## config.mk

```make
export PLATFORM = sky130hd
export DESIGN_NAME = spi_slave_word
export DESIGN_NICKNAME = d
export VERILOG_FILES = /design/src/rtl/spi_slave_word.sv
export SDC_FILE = /design/constraint.sdc
export NUM_CORES = 1
export LEC_CHECK = 0
export BUFFER_PORTS_ARGS = -buffer_cell sky130_fd_sc_hd__buf_2
export CAP_MARGIN = 5
export CORE_ASPECT_RATIO = 1.2
export CORE_MARGIN = 1
export CORE_UTILIZATION = 45
export CTS_BUF_LIST = sky130_fd_sc_hd__clkbuf_8
export DETAILED_ROUTE_END_ITERATION = 16
export PLACE_DENSITY = 0.66
export SLEW_MARGIN = 10
export SYNTH_ARGS = -nofsm -noshare
export SYNTH_HDL_FRONTEND = slang
export SYNTH_SLANG_ARGS = --single-unit
```

## constraint.sdc

```tcl
create_clock -name clk -period 3.9 [get_ports clk]
set_input_delay 0.195 -clock clk [delete_from_list [all_inputs] [get_ports clk]]
set_output_delay 0.195 -clock clk [all_outputs]
set_load 0.1 [all_outputs]
```

## src/rtl/spi_slave_word.sv

```systemverilog
// SPI slave with configurable word width and mode; SCK/SSEL/MOSI are oversampled in the clk domain.
// One-word TX holding register with valid/ready handshake, underrun fill and frame status pulses.
module spi_slave_word #(
    parameter int unsigned       WORD_W    = 16,
    parameter bit                CPOL      = 1'b0,
    parameter bit                CPHA      = 1'b0,
    parameter logic [WORD_W-1:0] FILL_WORD = '0
) (
    input  logic              clk,
    input  logic              rst,
    input  logic              sck,
    input  logic              mosi,
    input  logic              ssel,
    output logic              miso,
    output logic              miso_oe,
    output logic [WORD_W-1:0] rx_data,
    output logic              rx_valid,
    input  logic [WORD_W-1:0] tx_data,
    input  logic              tx_valid,
    output logic              tx_ready,
    output logic              tx_underrun,
    output logic              frame_start,
    output logic              frame_end,
    output logic              partial_word
);

    localparam int unsigned     CW   = $clog2(WORD_W);
    localparam logic [CW-1:0]   LAST = CW'(WORD_W - 1);

    logic [2:0]        sck_sync;
    logic [2:0]        ssel_sync;
    logic [1:0]        mosi_sync;
    logic [CW-1:0]     bitcnt;
    // The oldest received bit leaves through rx_data, so the shifter is one bit short of a word.
    logic [WORD_W-2:0] rx_shift;
    logic [WORD_W-1:0] tx_shift;
    logic [WORD_W-1:0] hold;
    logic              hold_full;

    logic ssel_active;
    logic ssel_fall;
    logic ssel_rise;
    logic lead_edge;
    logic trail_edge;
    logic sample_edge;
    logic shift_edge;
    logic load;

    assign ssel_active = ~ssel_sync[1];
    assign ssel_fall   = ssel_sync[2] & ~ssel_sync[1];
    assign ssel_rise   = ~ssel_sync[2] & ssel_sync[1];
    assign lead_edge   = (sck_sync[2] == CPOL) && (sck_sync[1] != CPOL);
    assign trail_edge  = (sck_sync[2] != CPOL) && (sck_sync[1] == CPOL);
    assign sample_edge = ssel_active && (CPHA ? trail_edge : lead_edge);
    // frame_start wins over a shift edge landing in the same cycle.
    assign shift_edge  = ssel_active && !ssel_fall && (CPHA ? lead_edge : trail_edge);
    assign load        = (ssel_fall && !CPHA) || (shift_edge && (bitcnt == '0));

    assign miso     = tx_shift[WORD_W-1];
    assign miso_oe  = ssel_active;
    assign tx_ready = ~hold_full;

    always_ff @(posedge clk or posedge rst) begin
        if (rst) begin
            sck_sync     <= {3{CPOL}};
            ssel_sync    <= '1;
            mosi_sync    <= '0;
            bitcnt       <= '0;
            rx_shift     <= '0;
            tx_shift     <= '0;
            hold         <= '0;
            hold_full    <= 1'b0;
            rx_data      <= '0;
            rx_valid     <= 1'b0;
            tx_underrun  <= 1'b0;
            frame_start  <= 1'b0;
            frame_end    <= 1'b0;
            partial_word <= 1'b0;
        end else begin
            sck_sync     <= {sck_sync[1:0], sck};
            ssel_sync    <= {ssel_sync[1:0], ssel};
            mosi_sync    <= {mosi_sync[0], mosi};
            rx_valid     <= 1'b0;
            tx_underrun  <= 1'b0;
            frame_start  <= ssel_fall;
            frame_end    <= ssel_rise;
            partial_word <= ssel_rise && (bitcnt != '0);

            if (!ssel_active) begin
                bitcnt <= '0;
            end else if (sample_edge) begin
                rx_shift <= {rx_shift[WORD_W-3:0], mosi_sync[1]};
                if (bitcnt == LAST) begin
                    bitcnt   <= '0;
                    rx_data  <= {rx_shift, mosi_sync[1]};
                    rx_valid <= 1'b1;
                end else begin
                    bitcnt <= bitcnt + 1'b1;
                end
            end

            if (load) begin
                if (hold_full) begin
                    tx_shift  <= hold;
                    hold_full <= 1'b0;
                end else if (tx_valid) begin
                    tx_shift <= tx_data;
                end else begin
                    tx_shift    <= FILL_WORD;
                    tx_underrun <= 1'b1;
                end
            end else begin
                if (shift_edge) begin
                    tx_shift <= {tx_shift[WORD_W-2:0], 1'b0};
                end
                if (tx_valid && !hold_full) begin
                    hold      <= tx_data;
                    hold_full <= 1'b1;
                end
            end
        end
    end

endmodule

```

# == Yosys cells after proc, flatten, opt, wreduce, memory -nomap -nowiden ==
# Index checks and enable logic that the tools add are counted.
# word_totals
mem_bits_rw,0
memories,0
romBits,0
register_bits,81
word_cells,58
latchBits,0
output_inout_bits,24
# op_classes
n_reduce_logical,19
muxes,15
n_bitwise,8
multipliers,0
n_shift,0
n_lt_le_gt_ge,0
n_eq_ne,1
div_mod_pow,0
add_sub_neg,1
# op_table
operator,n
16-bit two-way mux,4
4-bit two-way mux,3
1-bit logical AND,8
1-bit two-way mux,8
1-bit NOT,6
2-bit nonzero test,3
"4-bit by 1-bit adder with 4-bit output, second input constant",1
"4-bit == test, second input constant",1
4-bit logical NOT,1
2-bit AND reduction,2
4-bit nonzero test,1
3-bit AND reduction,1
1-bit AND,2
1-bit logical NOT,2
1-bit logical OR,1

# == Depth between registers and ports, before layout ==
# depth
depth_word,9
depth_mapped,8

# == Worst setup path after synthesis ==
# OpenSTA, ideal clock, no wires.
# synth_path
path_type,reg2reg
from,register hold_full
to,register tx_shift[1]
arrival_ps,2120
period_less_slack_ps,2215
setup_slack_ps,1685
t_required_ps,3805
n_path_buf,2
setup_ps,95
path_stages_with_launch,7
cell_sequence,dfrtp_1 buf_2 inv_1 clkbuf_1 and3_1 a211oi_1 o31ai_1
# synth_between
elab_chain_len,2
# synth_lines
element,line_no,text
"start, declared",38,logic hold_full;
"start signal, assigned",72,hold_full <= 1'b0;
"start signal, assigned",105,hold_full <= 1'b0;
"start signal, assigned",118,hold_full <= 1'b1;
16-bit two-way mux,103,if (hold_full) begin
16-bit two-way mux,102,if (load) begin
"end signal, assigned",104,tx_shift <= hold;
"end signal, assigned",107,tx_shift <= tx_data;
"end signal, assigned",114,"tx_shift <= {tx_shift[WORD_W-2:0], 1'b0};"
"end, declared",36,logic [WORD_W-1:0] tx_shift;
# Every way passes these cells.
# A chain may end at the register's enable or synchronous reset.

# == Worst setup path after layout ==
# layout_path
from,register sck_sync[2]
to,register rx_data[14]
# layout_between
elab_chain_len,4
# layout_lines
element,line_no,text
"start, declared",30,logic [2:0] sck_sync;
"start signal, assigned",65,sck_sync <= {3{CPOL}};
"start signal, assigned",80,"sck_sync <= {sck_sync[1:0], sck};"
1-bit NOT,52,assign lead_edge = (sck_sync[2] == CPOL) && (sck_sync[1] != CPOL);
1-bit logical AND,52,
1-bit logical AND,54,assign sample_edge = ssel_active && (CPHA ? trail_edge : lead_edge);
3-bit AND reduction (no line),--,
"end signal, assigned",95,"rx_data <= {rx_shift, mosi_sync[1]};"
"end, declared",16,"output logic [WORD_W-1:0] rx_data,"
# Every way passes these cells.

==> metrics.cfg <==
[route]
drc=0
via_count=2102
postRouteAntennaNets=0
first_iter_violations=66
viasPerCell=5.24
routedWlPerCell_um=14.3
detail_route.first_pass.iterations=5
totalWireLength_um=5740

[layout]
fill_cells=668
drive_above_1_share_pct=38.6
final_design_area_no_fill_um2=3910
num_antenna_cells=0
final_net_count=330
areaGrowthSynthToFinish_pct=14.4
final_cell_count_no_fill=401

[critical_path]
crit_required_ps=4130
crit_buf_inv=0
criticalPathCategory=flop to flop
critical_path.startpoint_type=flop
r2r_start=sck_sync[2]
critical-path-top-delay-family=simple AND/OR/NAND/NOR gates
reg2reg_depth=4
cell_by_cell_trace_of_the_critical_path=nand2b_2, nor2_4, and4_1, mux2_2
crit_fanout=17
cpMaxStageDelayCell=and4_1
critical_path_startpoint=sck_sync[2]
number_of_stages_on_the_worst_setup_path=4
critPathCaptureType=flop
setup.worst_path.end=rx_data[14]
ff2ff_setup_slack_ps=1650
regToRegEndpoint=rx_data[14]
cp_slowest_stage_delay_ps=720
timing.critical_path.arrival_ps=2480

[timing]
maxClockFrequency_ghz=0.444
timing.slew.headroom_pct=26.9
setup_repair_after_global_routing_missed_its_margin=false
tightestPinTransition_ps=1100
period_share_pct=57.7
finalHoldWorstSlack_ps=76.0
finalHoldViolations=0
final_max_slew_viol_count=0
final_period_minus_worst_setup_slack_ps=2250
setup_tns_ps=0
final.setup_skew_ps=17.5
setup-violations-final=0
finalWorstSetupSlack_ps=1650

[synthesis]
postSynth.topFlopCell=dfrtp_1
yosys_warnings=0
yosysUniqueCellTypes=32
post_synth.cell_area_avg_um2=13.1
yosysSeqAreaShare_pct=59.4
syn-num-nets=284
synth.top_cells.by_area=dfrtp_1 (57%), mux2_2 (12%), mux2_4 (4.4%), o31ai_1 (3.3%), a211oi_1 (3.1%)
post-synth-top-count-cell=dfrtp_1
synth-seq-cells=81
mappedNetlistArea_um2=3420
synth.top_cells.by_count=dfrtp_1 (78), mux2_2 (37), nand2_1 (20), nor2_1 (20)
area_share_of_the_largest_cell_type_after_synthesis_pct=57.1
yosysTopAreaCell=dfrtp_1
postSynth.asyncResetShare_pct=100
syn_inst=260
synth_enable_flop_cells=0

[pwr]
power.leakage_uw=0.00192
sequentialPowerShare_pct=53.2
p_sw_uw=549
power.share.combinational_pct=15.2
power.share.switching_pct=27.8
cellPowerDensity_nw_per_um2=505
p_int_uw=1430
worst_ir_drop_vdd_uv=299
pwr-share-clk_pct=31.6

[clocking]
cts_buffer_depth=2
cts_htree_levels=3
cts_sinks=81
cts_bufs_inserted=9
tritoncts=done
post_cts.resized_instances=0
clock_transition_at_path_regs_ps=90
cts.root.buffer_cell=clkbuf_8
cts_hold_buf=4
clkLatencyLatePin_ps=350
post-cts-setup-buffer-count=0

[die]
core_area_um2=7320
die_w_um=81.5
design.portCount=46
dieHeight_um=97.5
design.die.area_um2=7950
placementRows=34
initial_utilization_pct=46.7

[place]
post-place-cells=381
pre_cts_slack_ps=1620
postPlaceCellArea_um2=3660
dp.final_hpwl_um=3790
routabilityCongestion=0.757
port-buffer-count=45

[global_routing]
grt_antenna_before_repair=0
grt_max_degree=46
global_route_total_usage_across_every_layer_pct=16.9
grt_pass1_wl_um=10200
grt_pass1_vias=2154
globalRouteOverflowTotal=0

[run]
drv_cap=0

[status]
outcome=finished clean

[hold_path]
min_path_type=input pin to flop

==> power groups by stage <==
stage	Clock (µW)	Sequential [µW]	Combinational, µW
detailed placement	0	1070	300
global placement	0	1060	292
floorplan	0	1070	231
CTS	643	1050	305
global route	672	1070	333
finish	624	1050	300
==> logic make-up (layout without fill, tap and decap cells) <==
logic type	after synthesis	in the layout	synth area share [%]
AOI/OAI and AO/OA	41	41	8.75
xor gates and xnor gates	1	1	0.256
adders and majority gates	2	2	0.732
buffers and inverters	20	71	3.59
DFF	81	81	59.4
muxes	47	47	16.6
and+or+nand+nor	68	68	10.7
==> registers in the layout, indices dropped and copies added, names as in the netlist <==
name,cells
bitcnt,4
frame_end,1
frame_start,1
hold,16
hold_full,1
mosi_sync,2
partial_word,1
rx_data,16
rx_shift,15
rx_valid,1
sck_sync,3
ssel_sync,3
tx_shift,16
tx_underrun,1
==> cell type report <==
type                       instances  area [µm²]  share of cell area, %
multi-input combinational        159        1270                   32.4
sequential                        81        2030                   52.0
clock inverter                     6        67.6                   1.73
clock buffer                      10         138                   3.52
timing repair buffer              50         273                   6.98
inverter                           5        20.0                  0.512
tap                               90         113                   2.88
==> how the worst min path moves through the flow <==
stage,startpoint,end,slack [ps],cells after the start
6_report,tx_data[8],hold[8],80,2
5_1_grt,tx_data[1],hold[1],70,2
4_1_cts,tx_data[0],hold[0],60,2
3_5_place_dp,rst,tx_shift[13],290,2
3_3_place_gp,rst,hold[13],300,2
2_1_floorplan,ssel,ssel_sync[0],200,0
==> metrics by stage <==
step | util, % | total power (µW)
after detailed placement | 50.1 | 1370
after floorplan | - | 1300
after CTS | 53.4 | 2000
after global placement | 50.1 | 1360
after global routing | 53.4 | 2070
final | 53.4 | 1980
==> layer usage <==
metal  vias up  global-route usage [%]  routed length (µm)
met4         0                    7.42                 119
met5         -                       0                   0
met1      1032                    22.1                2760
met2        45                    26.4                2660
li1       1013                       -                   -
met3        12                    3.94                 191
==> worst register-to-register path, stage by stage (launching register included) <==
cell	delay (ps)
dfrtp_1	410
nand2b_2	230
nor2_4	360
and4_1	720
mux2_2	410
==> layout by cell type (no fill, tap or decap) <==
master	Yosys	layout
nand2b_2	1	1
nor3_1	2	2
xor2_1	1	1
ha_1	2	2
nor3b_4	2	2
clkinvlp_4	0	1
buf_4	1	1
a21o_1	1	1
inv_6	0	1
and3_1	15	15
nor2b_1	3	3
bufinv_16	0	1
a21oi_4	1	1
a211oi_1	14	14
nor2b_2	1	1
o21ai_2	0	1
a311oi_1	1	1
or4_1	1	1
nand2_1	20	20
and4_1	1	1
clkinv_4	0	2
dlygate4sd3_1	0	4
clkinv_2	0	1
a221oi_1	1	1
nor2_4	1	1
a21oi_1	5	5
mux2_2	37	37
nor2_1	20	20
o31ai_1	15	15
inv_1	5	5
and2_4	1	1
mux2_4	10	10
dfstp_2	3	3
clkbuf_8	0	10
o21ai_0	3	2
buf_2	4	45
dfrtp_1	78	78
Power figures use the tool's default switching activity.
